<file path="config.mk">
export PLATFORM = sky130hd
export DESIGN_NAME = opc2_loader
export DESIGN_NICKNAME = d
export VERILOG_FILES = /design/src/rtl/opc2_pkg.sv /design/src/rtl/opc2_loader.sv
export SDC_FILE = /design/constraint.sdc
export NUM_CORES = 1
export LEC_CHECK = 0
export ABC_AREA = 1
export BUFFER_PORTS_ARGS = -buffer_cell sky130_fd_sc_hd__buf_2
export CAP_MARGIN = 20
export CORE_UTILIZATION = 45
export CTS_CLUSTER_SIZE = 12
export DETAILED_ROUTE_END_ITERATION = 16
export PLACE_DENSITY = 0.75
export SKIP_CTS_REPAIR_TIMING = 1
export SLEW_MARGIN = 20
export SYNTH_ARGS = -nofsm -noshare
export SYNTH_HDL_FRONTEND = slang
export SYNTH_SLANG_ARGS = --single-unit
</file>
<file path="constraint.sdc">
create_clock -name clk -period 1.55 [get_ports clk]
set_clock_uncertainty 0.15 [all_clocks]
set_input_delay 0.0775 -clock clk [delete_from_list [all_inputs] [get_ports clk]]
set_output_delay 0.0775 -clock clk [all_outputs]
set_load 0.005 [all_outputs]
</file>
<file path="src/rtl/opc2_pkg.sv">
`default_nettype none
// ============================================================================
// Module   : opc2_pkg
// Brief    : Shared types and constants for the OPC2 boot loader.
// Revision : 1.0 - initial release
// ============================================================================
package opc2_pkg;

    localparam int OPC2_AW = 11;
    localparam int OPC2_DW = 8;
    localparam logic [OPC2_AW-1:0] OPC2_RESET_VECTOR = 11'h100;

    typedef enum logic [2:0] {
        S_AHI  = 3'd0,
        S_ALO  = 3'd1,
        S_LHI  = 3'd2,
        S_LLO  = 3'd3,
        S_DATA = 3'd4,
        S_CSUM = 3'd5,
        S_RUN  = 3'd6,
        S_ERR  = 3'd7
    } opc2_state_t;

endpackage : opc2_pkg
`default_nettype wire

</file>
<file path="src/rtl/opc2_loader.sv">
`default_nettype none
// ============================================================================
// Module   : opc2_loader
// Brief    : Framed byte-stream loader that fills OPC2 memory, checks the
//            payload checksum and then releases the CPU reset.
// Revision : 1.0 - initial release
// ============================================================================
module opc2_loader
    import opc2_pkg::*;
#(
    parameter bit BYPASS = 1'b0
) (
    input  logic               clk,
    input  logic               reset,
    input  logic [OPC2_DW-1:0] in_data,
    input  logic               in_valid,
    output logic               in_ready,
    output logic [OPC2_AW-1:0] mem_addr,
    output logic [OPC2_DW-1:0] mem_data,
    output logic               mem_we,
    output logic               cpu_reset_b,
    output logic               done,
    output logic               error
);

    opc2_state_t        state;
    logic [OPC2_AW-1:0] addr;
    logic [OPC2_AW-1:0] remaining;
    logic [OPC2_DW-1:0] csum;
    logic [OPC2_AW-1:0] hdr_len;
    logic               accept;

    assign in_ready = !reset && (state != S_RUN) && (state != S_ERR);
    assign accept   = in_valid && in_ready;
    assign hdr_len  = {remaining[OPC2_AW-1:OPC2_DW], in_data};

    always_ff @(posedge clk or posedge reset) begin
        if (reset) begin
            state       <= S_AHI;
            addr        <= '0;
            remaining   <= '0;
            csum        <= '0;
            mem_addr    <= '0;
            mem_data    <= '0;
            mem_we      <= 1'b0;
            cpu_reset_b <= 1'b0;
            done        <= 1'b0;
            error       <= 1'b0;
        end else begin
            mem_we      <= 1'b0;
            // Status outputs follow the state one cycle later, so the last
            // payload write always retires before the CPU is released.
            cpu_reset_b <= (state == S_RUN);
            done        <= (state == S_RUN);
            error       <= (state == S_ERR);

            if (BYPASS) begin
                state <= S_RUN;
            end else begin
                case (state)
                    S_AHI: begin
                        csum <= '0;
                        if (accept) begin
                            addr  <= {in_data[OPC2_AW-OPC2_DW-1:0], {OPC2_DW{1'b0}}};
                            state <= S_ALO;
                        end
                    end
                    S_ALO: begin
                        if (accept) begin
                            addr[OPC2_DW-1:0] <= in_data;
                            state             <= S_LHI;
                        end
                    end
                    S_LHI: begin
                        if (accept) begin
                            remaining <= {in_data[OPC2_AW-OPC2_DW-1:0], {OPC2_DW{1'b0}}};
                            state     <= S_LLO;
                        end
                    end
                    S_LLO: begin
                        if (accept) begin
                            remaining <= hdr_len;
                            state     <= (hdr_len == '0) ? S_CSUM : S_DATA;
                        end
                    end
                    S_DATA: begin
                        if (accept) begin
                            mem_addr  <= addr;
                            mem_data  <= in_data;
                            mem_we    <= 1'b1;
                            addr      <= addr + 1'b1;
                            csum      <= csum + in_data;
                            remaining <= remaining - 1'b1;
                            if (remaining == {{(OPC2_AW-1){1'b0}}, 1'b1}) begin
                                state <= S_CSUM;
                            end
                        end
                    end
                    S_CSUM: begin
                        if (accept) begin
                            state <= (in_data == csum) ? S_RUN : S_ERR;
                        end
                    end
                    default: ;
                endcase
            end
        end
    end

endmodule : opc2_loader
`default_nettype wire
</file>
### Yosys cells after proc, flatten, opt, wreduce, memory -nomap -nowiden

Index checks and enable logic that the tools add are counted.

| cells by class | value |
|---|---|
| $add $sub $neg | 3 |
| equality and inequality tests | 18 |
| multiplexer cells | 22 |
| bitwise logic cells | 1 |
| reductions and logical operators | 18 |

Operators by type and width:

| operator | count |
|---|---|
| $mux 11 | 3 |
| $pmux 11 s3 | 1 |
| $mux 8 | 3 |
| $pmux 8 s3 | 1 |
| $mux 3 | 7 |
| $pmux 3 s6 | 1 |
| $pmux 8 s2 | 1 |
| $ne 2x2->1 const B | 7 |
| $eq 3x3->1 const B | 4 |
| $reduce_and 4->1 | 3 |
| $add 11x1->11 const B | 1 |
| $eq 11x1->1 const B | 1 |
| $logic_not 11->1 | 1 |
| $sub 11x1->11 const B | 1 |
| $add 8x8->8 | 1 |
| $eq 8x8->1 | 1 |
| $reduce_and 8->1 | 1 |
| $eq 3x2->1 const B | 2 |
| $ne 3x3->1 const B | 2 |
| $pmux 3 s2 | 1 |
| $reduce_bool 3->1 | 2 |
| $reduce_bool 6->1 | 1 |
| $mux 1 | 4 |
| $reduce_and 2->1 | 2 |
| 7 further kinds | 10 |

| word-level totals | value |
|---|---|
| register bits | 55 |
| input port bits | 11 |
| output and inout bits | 24 |
| logic and storage cells | 73 |

### Logic depth before layout (Yosys ltp)

Gate-level depths: netlist (run 1).

| depth | value |
|---|---|
| word-level depth | 6 |
| depth in mapped cells | 10 |

### Least setup slack after synthesis (run 1)

Ideal clock, no wire load.

| path | value |
|---|---|
| kind | input to register |
| start | input reset |
| end | register mem_data[6] |
| arrival time | 2.162 ns |
| data required time | 1.281 ns |
| slack | -0.881 ns |
| stages on the path | 8 |
| buffers on the path | 2 |
| path through | inv_1 -> nand3_4 -> nor2_8 -> inv_4 -> buf_6 -> buf_6 -> nand2_2 -> o21ai_2 |

| on the way | value |
|---|---|
| cells in the longest elaborated chain, start to end | 5 |

Ends and longest elaborated chain:

| what | RTL line | text |
|---|---|---|
| start: declaration | opc2_loader.sv:14 | `input logic reset,` |
| $logic_not 1->1 (no source line) | -- |  |
| $logic_and 1x1->1 (2 in series) | opc2_loader.sv:33 | `assign in_ready = !reset && (state != S_RUN) && (state != S_ERR);` |
| $logic_and 1x1->1 | opc2_loader.sv:34 | `assign accept = in_valid && in_ready;` |
| $reduce_and 2->1 (no source line) | -- |  |
| end signal: assignment | opc2_loader.sv:89 | `mem_data <= in_data;` |
| end: declaration | opc2_loader.sv:19 | `output logic [OPC2_DW-1:0] mem_data,` |

No other way between the ends.
A chain may end at the register's enable or synchronous reset.

### Final worst setup path (run 1)

| path | value |
|---|---|
| start | register csum[0] |
| end | register csum[4] |

| on the way | value |
|---|---|
| cells in the longest elaborated chain, start to end | 3 |

Ends and longest elaborated chain:

| what | RTL line | text |
|---|---|---|
| start: declaration | opc2_loader.sv:29 | `logic [OPC2_DW-1:0] csum;` |
| start signal: assignment | opc2_loader.sv:92 | `csum <= csum + in_data;` |
| $add 8x8->8 | opc2_loader.sv:92 |  |
| $mux 8 | opc2_loader.sv:87 | `if (accept) begin` |
| $pmux 8 s2 | opc2_loader.sv:60 | `case (state)` |

No other way between the ends. The select of a mux whose other input is x is not followed.

==> results of run 1 <==
cell type report:
| type | count | area (um2) | area share |
|---|---|---|---|
| inverter | 58 | 249 | 0.0581 |
| sequential | 55 | 1380 | 0.323 |
| timing repair inverter | 1 | 6.26 | 0.00146 |
| clock buffer | 5 | 68.8 | 0.0161 |
| timing repair buffer | 75 | 517 | 0.121 |
| clock inverter | 3 | 23.8 | 0.00555 |
| multi-input combinational | 321 | 1910 | 0.446 |
| tap | 99 | 124 | 0.0289 |
layout by cell type (no fill, tap or decap), types with 5 or more instances in the layout:
| cell | netlist | final |
|---|---|---|
| dfrtp_1 | 55 | 49 |
| buf_4 | 5 | 32 |
| o21ai_2 | 10 | 11 |
| nor2_1 | 55 | 42 |
| nand2_2 | 12 | 22 |
| nor2_2 | 1 | 10 |
| ha_4 | 0 | 8 |
| buf_6 | 5 | 5 |
| inv_2 | 5 | 9 |
| a21oi_2 | 1 | 5 |
| a21oi_1 | 19 | 15 |
| inv_1 | 51 | 42 |
| nand4_1 | 5 | 5 |
| buf_2 | 1 | 35 |
| nand2_1 | 112 | 101 |
| clkbuf_8 | 0 | 5 |
| nand3_2 | 2 | 9 |
| nand3_1 | 38 | 30 |
| o21ai_1 | 5 | 19 |
| nor2_4 | 2 | 6 |
| o21ai_0 | 28 | 13 |
| dfrtp_2 | 0 | 6 |
report_power, final:
part / internal, mW / switching (mW) / leakage (nW) / total (mW)
clock: 0.328 / 0.516 / 0.0461 / 0.844
sequential: 2.07 / 0.578 / 0.672 / 2.64
combinational: 2.00 / 2.41 / 1.41 / 4.40
total: 4.39 / 3.50 / 2.13 / 7.89
worst register-to-register path: cells and delay by family (launching register included):
family	cells	cell delay, ns
xor gates and xnor gates	1	0.16
and+or+nand+nor	2	0.15
adders and majority gates	2	0.58
DFF	1	0.43
AOI/OAI and AO/OA	1	0.07
logic make-up (layout without fill, tap and decap cells):
family	Yosys count	in the layout
AOI/OAI and AO/OA	70	70
xor gates and xnor gates	4	4
adders and majority gates	11	11
buffers and inverters	71	142
DFF	55	55
and+or+nand+nor	236	236
registers in the layout, indices dropped and copies added (netlist names):
name,cells
remaining,11
state,3
mem_we,1
error,1
csum,8
mem_data,8
addr,11
mem_addr,11
done,1
per-layer routing:
metal / up-vias / share of wire / GRT usage
met5: - / 0 / 0
met4: 0 / 0.020 / 0.0748
met3: 26 / 0.054 / 0.0457
met2: 107 / 0.51 / 0.369
met1: 1540 / 0.42 / 0.279
li1: 1566 / - / -
stage by stage:
stage	util	setup WS (ns)	hold WS [ns]	setup TNS [ns]	instance area, um2
global placement	0.527	-0.105	0.241	-0.176	3800
finish	0.594	-0.0962	-0.00990	-0.268	4280
CTS	0.539	-0.150	-0.103	-1.23	3890
floorplan	-	-0.435	0.0178	-18.74	3390
global route	0.594	-0.168	0.0125	-0.933	4280
detailed placement	0.527	-0.128	0.250	-0.608	3800
final timing paths:
kind / depth (start not counted) / startpoint / endpoint
worst max-delay path: 6 / csum[0]$_DFFE_PP0P_ / csum[4]$_DFFE_PP0P_
worst min-delay path: 3 / in_data[2] / remaining[10]$_DFFE_PP0P_
worst max register to register: 6 / csum[0]$_DFFE_PP0P_ / csum[4]$_DFFE_PP0P_
worst min register to register: 2 / mem_addr[6]$_DFFE_PP0P_ / mem_addr[6]$_DFFE_PP0P_
max in group asynchronous: 4 / reset / csum[1]$_DFFE_PP0P_
min in group asynchronous: 4 / reset / mem_we$_DFF_PP0_
==> out/results.ini, run 1 <==
[clocking]
clk_latency_ns=0.32
cts_tree=yes
ctsHtreeMaxLevel=2
clock_path_buffers=2
ctsRootBufferMaster=clkbuf_8
numClockSinks=55
cts_inserted_buffers=5
path_clk_slew_ns=0.10

[global_routing]
grt_pass1_wl_mm=13.1
antenna_found_initial=0
grt_use_total=0.218
grt_max_degree=56
grt-ovfl-total=0
grt_pass1_vias=2885

[setup_path]
crit_arrival_ns=1.70
critPathCaptureType=register
max_stage_delay_ns=0.43
cp_slowest_cell=dfrtp_1
r2r_slack_ns=-0.1
crit_type=register to register
critPathMostFrequentCell=nand3_2
worst_setup_path_start_kind=register
critPathBufInv=0
path_cells=ha_4 > fa_2 > nand3_2 > nand3_2 > xor2_1 > o21ai_1
critPathMaxFanout=3
crit_family=adder cells
cp.required_ns=1.61

[synth]
ys_seq_area_frac=0.411
synth_cell_type_count=38
synth_common_cells=nand2_1 (112), dfrtp_1 (55), nor2_1 (55), inv_1 (51), nand3_1 (38)
synth-compound-area-share=0.121
synthArstFlopShare=1.00
yosys_warnings=0
synthesis.area_mm2=0.00335
synthFlopType=dfrtp_1
synthAdderAreaFrac=0.0433
synth.top_cell.area_share=0.411
synth_top_area_cell=dfrtp_1
synth_top_family_by_area=simple AND/OR/NAND/NOR gates
synthMuxAreaShare=0
ys_ff_latch=55
synth-simple-area-share=0.317
synth.most_common_cell=nand2_1
syn_avg_cell_area_um2=7.50
synth_xor_xnor_area_share=0.0105
synth_edf_count=0
synthCells=447
synth.net_count=469
ys_top_cells_by_area=dfrtp_1 (41%), nand2_1 (13%), nor2_1 (6.2%)

[min_path]
min_path_type=primary input to register

[cells_and_area]
drive_gt1_frac=0.361
fillers=664
area_growth_pct=27.8
fin_cells=617
layout.nets=539
antenna_cells=0

[floorplan]
dieHeight_um=88.3
coreArea_mm2=0.00721
start_util=0.464
num_io_pins=35
fp.dieArea_mm2=0.00780
rows=31
die_w_um=88.3

[placement]
place_hpwl_mm=5.82
placed_cells=597
gp_congestion=0.867
portBuffers=34

[timing]
slew_headroom=0.520
fmaxAchievable_mhz=607
layout_setup_ws_ns=-0.0962
slew_viol_final=0
min_period_over_period=1.06
finalSetupViolations=4
finalCriticalPeriod_ns=1.65
holdWs_ns=-0.00990
tightestPinTransition_ns=0.720
hold_violations=2
rsz0062_at_grt=true

[outcome]
status=complete, but fails checks
violations=hold timing, setup timing

[drt]
ant_nets=0
wl_mm=8.64
vias_per_cell=5.25
drtIter0Drc=200
dr_total_vias=3239
drc_errors=0
drt-wirelength-per-cell_um=14.0
first_pass_iters=6

[power_and_ir_drop]
power.leakage_nw=2.13
p_per_area_mw_per_mm2=1840
totalPowerFinal_mw=7.89
ir_drop_mv=0.981

[run]
max_cap_viol_count=0

Power figures use the tool's default switching activity.
==> inputs of run 2 (changes only) <==
--- a/config.mk
+++ b/config.mk
@@ -8,10 +8,10 @@
 export ABC_AREA = 1
 export BUFFER_PORTS_ARGS = -buffer_cell sky130_fd_sc_hd__buf_2
 export CAP_MARGIN = 20
-export CORE_UTILIZATION = 45
+export CORE_UTILIZATION = 53
 export CTS_CLUSTER_SIZE = 12
 export DETAILED_ROUTE_END_ITERATION = 16
-export PLACE_DENSITY = 0.75
+export PLACE_DENSITY = 0.85
 export SKIP_CTS_REPAIR_TIMING = 1
 export SLEW_MARGIN = 20
 export SYNTH_ARGS = -nofsm -noshare
==> out/results.ini, run 2 (synthesis gave the netlist of run 1 again) <==
[cells_and_area]
final_util=0.719
final_cell_mix=nand2_1 (101), dfrtp_1 (53), inv_1 (41)
antenna_cells=0
area_growth_pct=29.4
drive_gt1_frac=0.379
final_area_mm2=0.00433
fin_cells=590
layout.nets=536
fillers=452
top_regs=addr x11, mem_addr x11, remaining x11
final_common_cell=nand2_1

[timing]
fmaxAchievable_mhz=601
hold_violations=1
min_period_over_period=1.07
tightestPinTransition_ns=0.697
finalCriticalPeriod_ns=1.66
finalSetupViolations=3
layout_setup_ws_ns=-0.113
slew_headroom=0.535
finalSetupTns_ns=-0.255
holdWs_ns=-0.00738
slew_viol_final=0
rsz0062_at_grt=true

[drt]
drt-wirelength-per-cell_um=15.7
wl_mm=9.26
ant_nets=0
first_pass_iters=6
drtIter0Drc=352
drc_errors=0
dr_total_vias=3372
vias_per_cell=5.72

[power_and_ir_drop]
ir_drop_mv=0.975
pwr-share-clk=0.125
totalPowerFinal_mw=8.23
p_int_mw=4.52
p_per_area_mw_per_mm2=1900
swShare=0.450
pwr-share-seq=0.320
combPwrFrac=0.555
power.leakage_nw=2.15
switching_power_mw=3.70

[floorplan]
coreArea_mm2=0.00603
num_io_pins=35
start_util=0.556
fp.dieArea_mm2=0.00664
dieHeight_um=81.5
die_w_um=81.5
rows=28

[setup_path]
worst_setup_path_start_kind=register
critPathCaptureType=register
r2r-start=csum[0]$_DFFE_PP0P_
critPathMaxFanout=3
crit_type=register to register
cp-startpoint=csum[0]$_DFFE_PP0P_
cp.required_ns=1.65
r2r_slack_ns=-0.11
r2r-end=csum[4]$_DFFE_PP0P_
endpoint=csum[4]$_DFFE_PP0P_
crit_arrival_ns=1.76
r2r_cells=6

[global_routing]
grt_pass1_vias=2953
grt_use_total=0.260
antenna_found_initial=0
grt_max_degree=56
grt-ovfl-total=0
grt_pass1_wl_mm=13.1

[outcome]
status=complete, but fails checks
violations=hold timing, setup timing

[min_path]
whs_path_depth=3
min_path_type=primary input to register

[clocking]
numClockSinks=55
ctsHtreeMaxLevel=2
ctsRootBufferMaster=clkbuf_8
cts_tree=yes
cts_inserted_buffers=5
path_clk_slew_ns=0.11
clock_path_buffers=2
clk_latency_ns=0.32

[placement]
place_hpwl_mm=5.81
gp_congestion=0.938
place_ws_ns=-0.143
placed_cells=568
post_dp_cell_area_mm2=0.00373
portBuffers=34

[run]
max_cap_viol_count=0

-- run 2: cell type report --
class                      instances  area [um2]  area share
multi-input combinational        321        1990       0.460
sequential                        55        1380       0.318
timing repair buffer              71         495       0.114
inverter                          58         246      0.0569
tap                               75        93.8      0.0217
clock buffer                       5        68.8      0.0159
clock inverter                     3        47.5      0.0110
timing repair inverter             2        11.3     0.00260
-- run 2: per-layer routing --
metal,track usage,share of wire,routed length [um]
met4,0.107,0.039,357
met2,0.442,0.50,4600
met1,0.325,0.40,3720
met5,0,0,0
met3,0.0456,0.063,579
-- run 2: worst max-delay path, stage by stage, from the launching register on --
cell     delay (ns)
dfrtp_1        0.43
ha_4           0.19
fa_2           0.39
nand3_2        0.08
nand3_2        0.06
xor2_1         0.16
o21ai_1        0.13
-- run 2: worst min path at each step --
stage / from / endpoint / slack [ns]
2_1_floorplan: reset / addr[0]$_DFFE_PP0P_ / 0.02
3_3_place_gp: reset / state[0]$_DFFE_PP0P_ / 0.24
3_5_place_dp: reset / mem_data[6]$_DFFE_PP0P_ / 0.26
4_1_cts: reset / mem_data[6]$_DFFE_PP0P_ / -0.09
5_1_grt: in_data[6] / mem_data[6]$_DFFE_PP0P_ / 0.009
6_report: in_data[6] / mem_data[6]$_DFFE_PP0P_ / -0.007
-- run 2: power by group through the flow --
| stage | clock [mW] | combinational [mW] | sequential (mW) |
|---|---|---|---|
| global placement | 0 | 3.47 | 2.54 |
| CTS | 1.02 | 3.63 | 2.55 |
| floorplan | 0 | 2.53 | 2.52 |
| detailed placement | 0 | 3.61 | 2.58 |
| finish | 1.03 | 4.57 | 2.63 |
| global route | 1.07 | 5.03 | 2.71 |
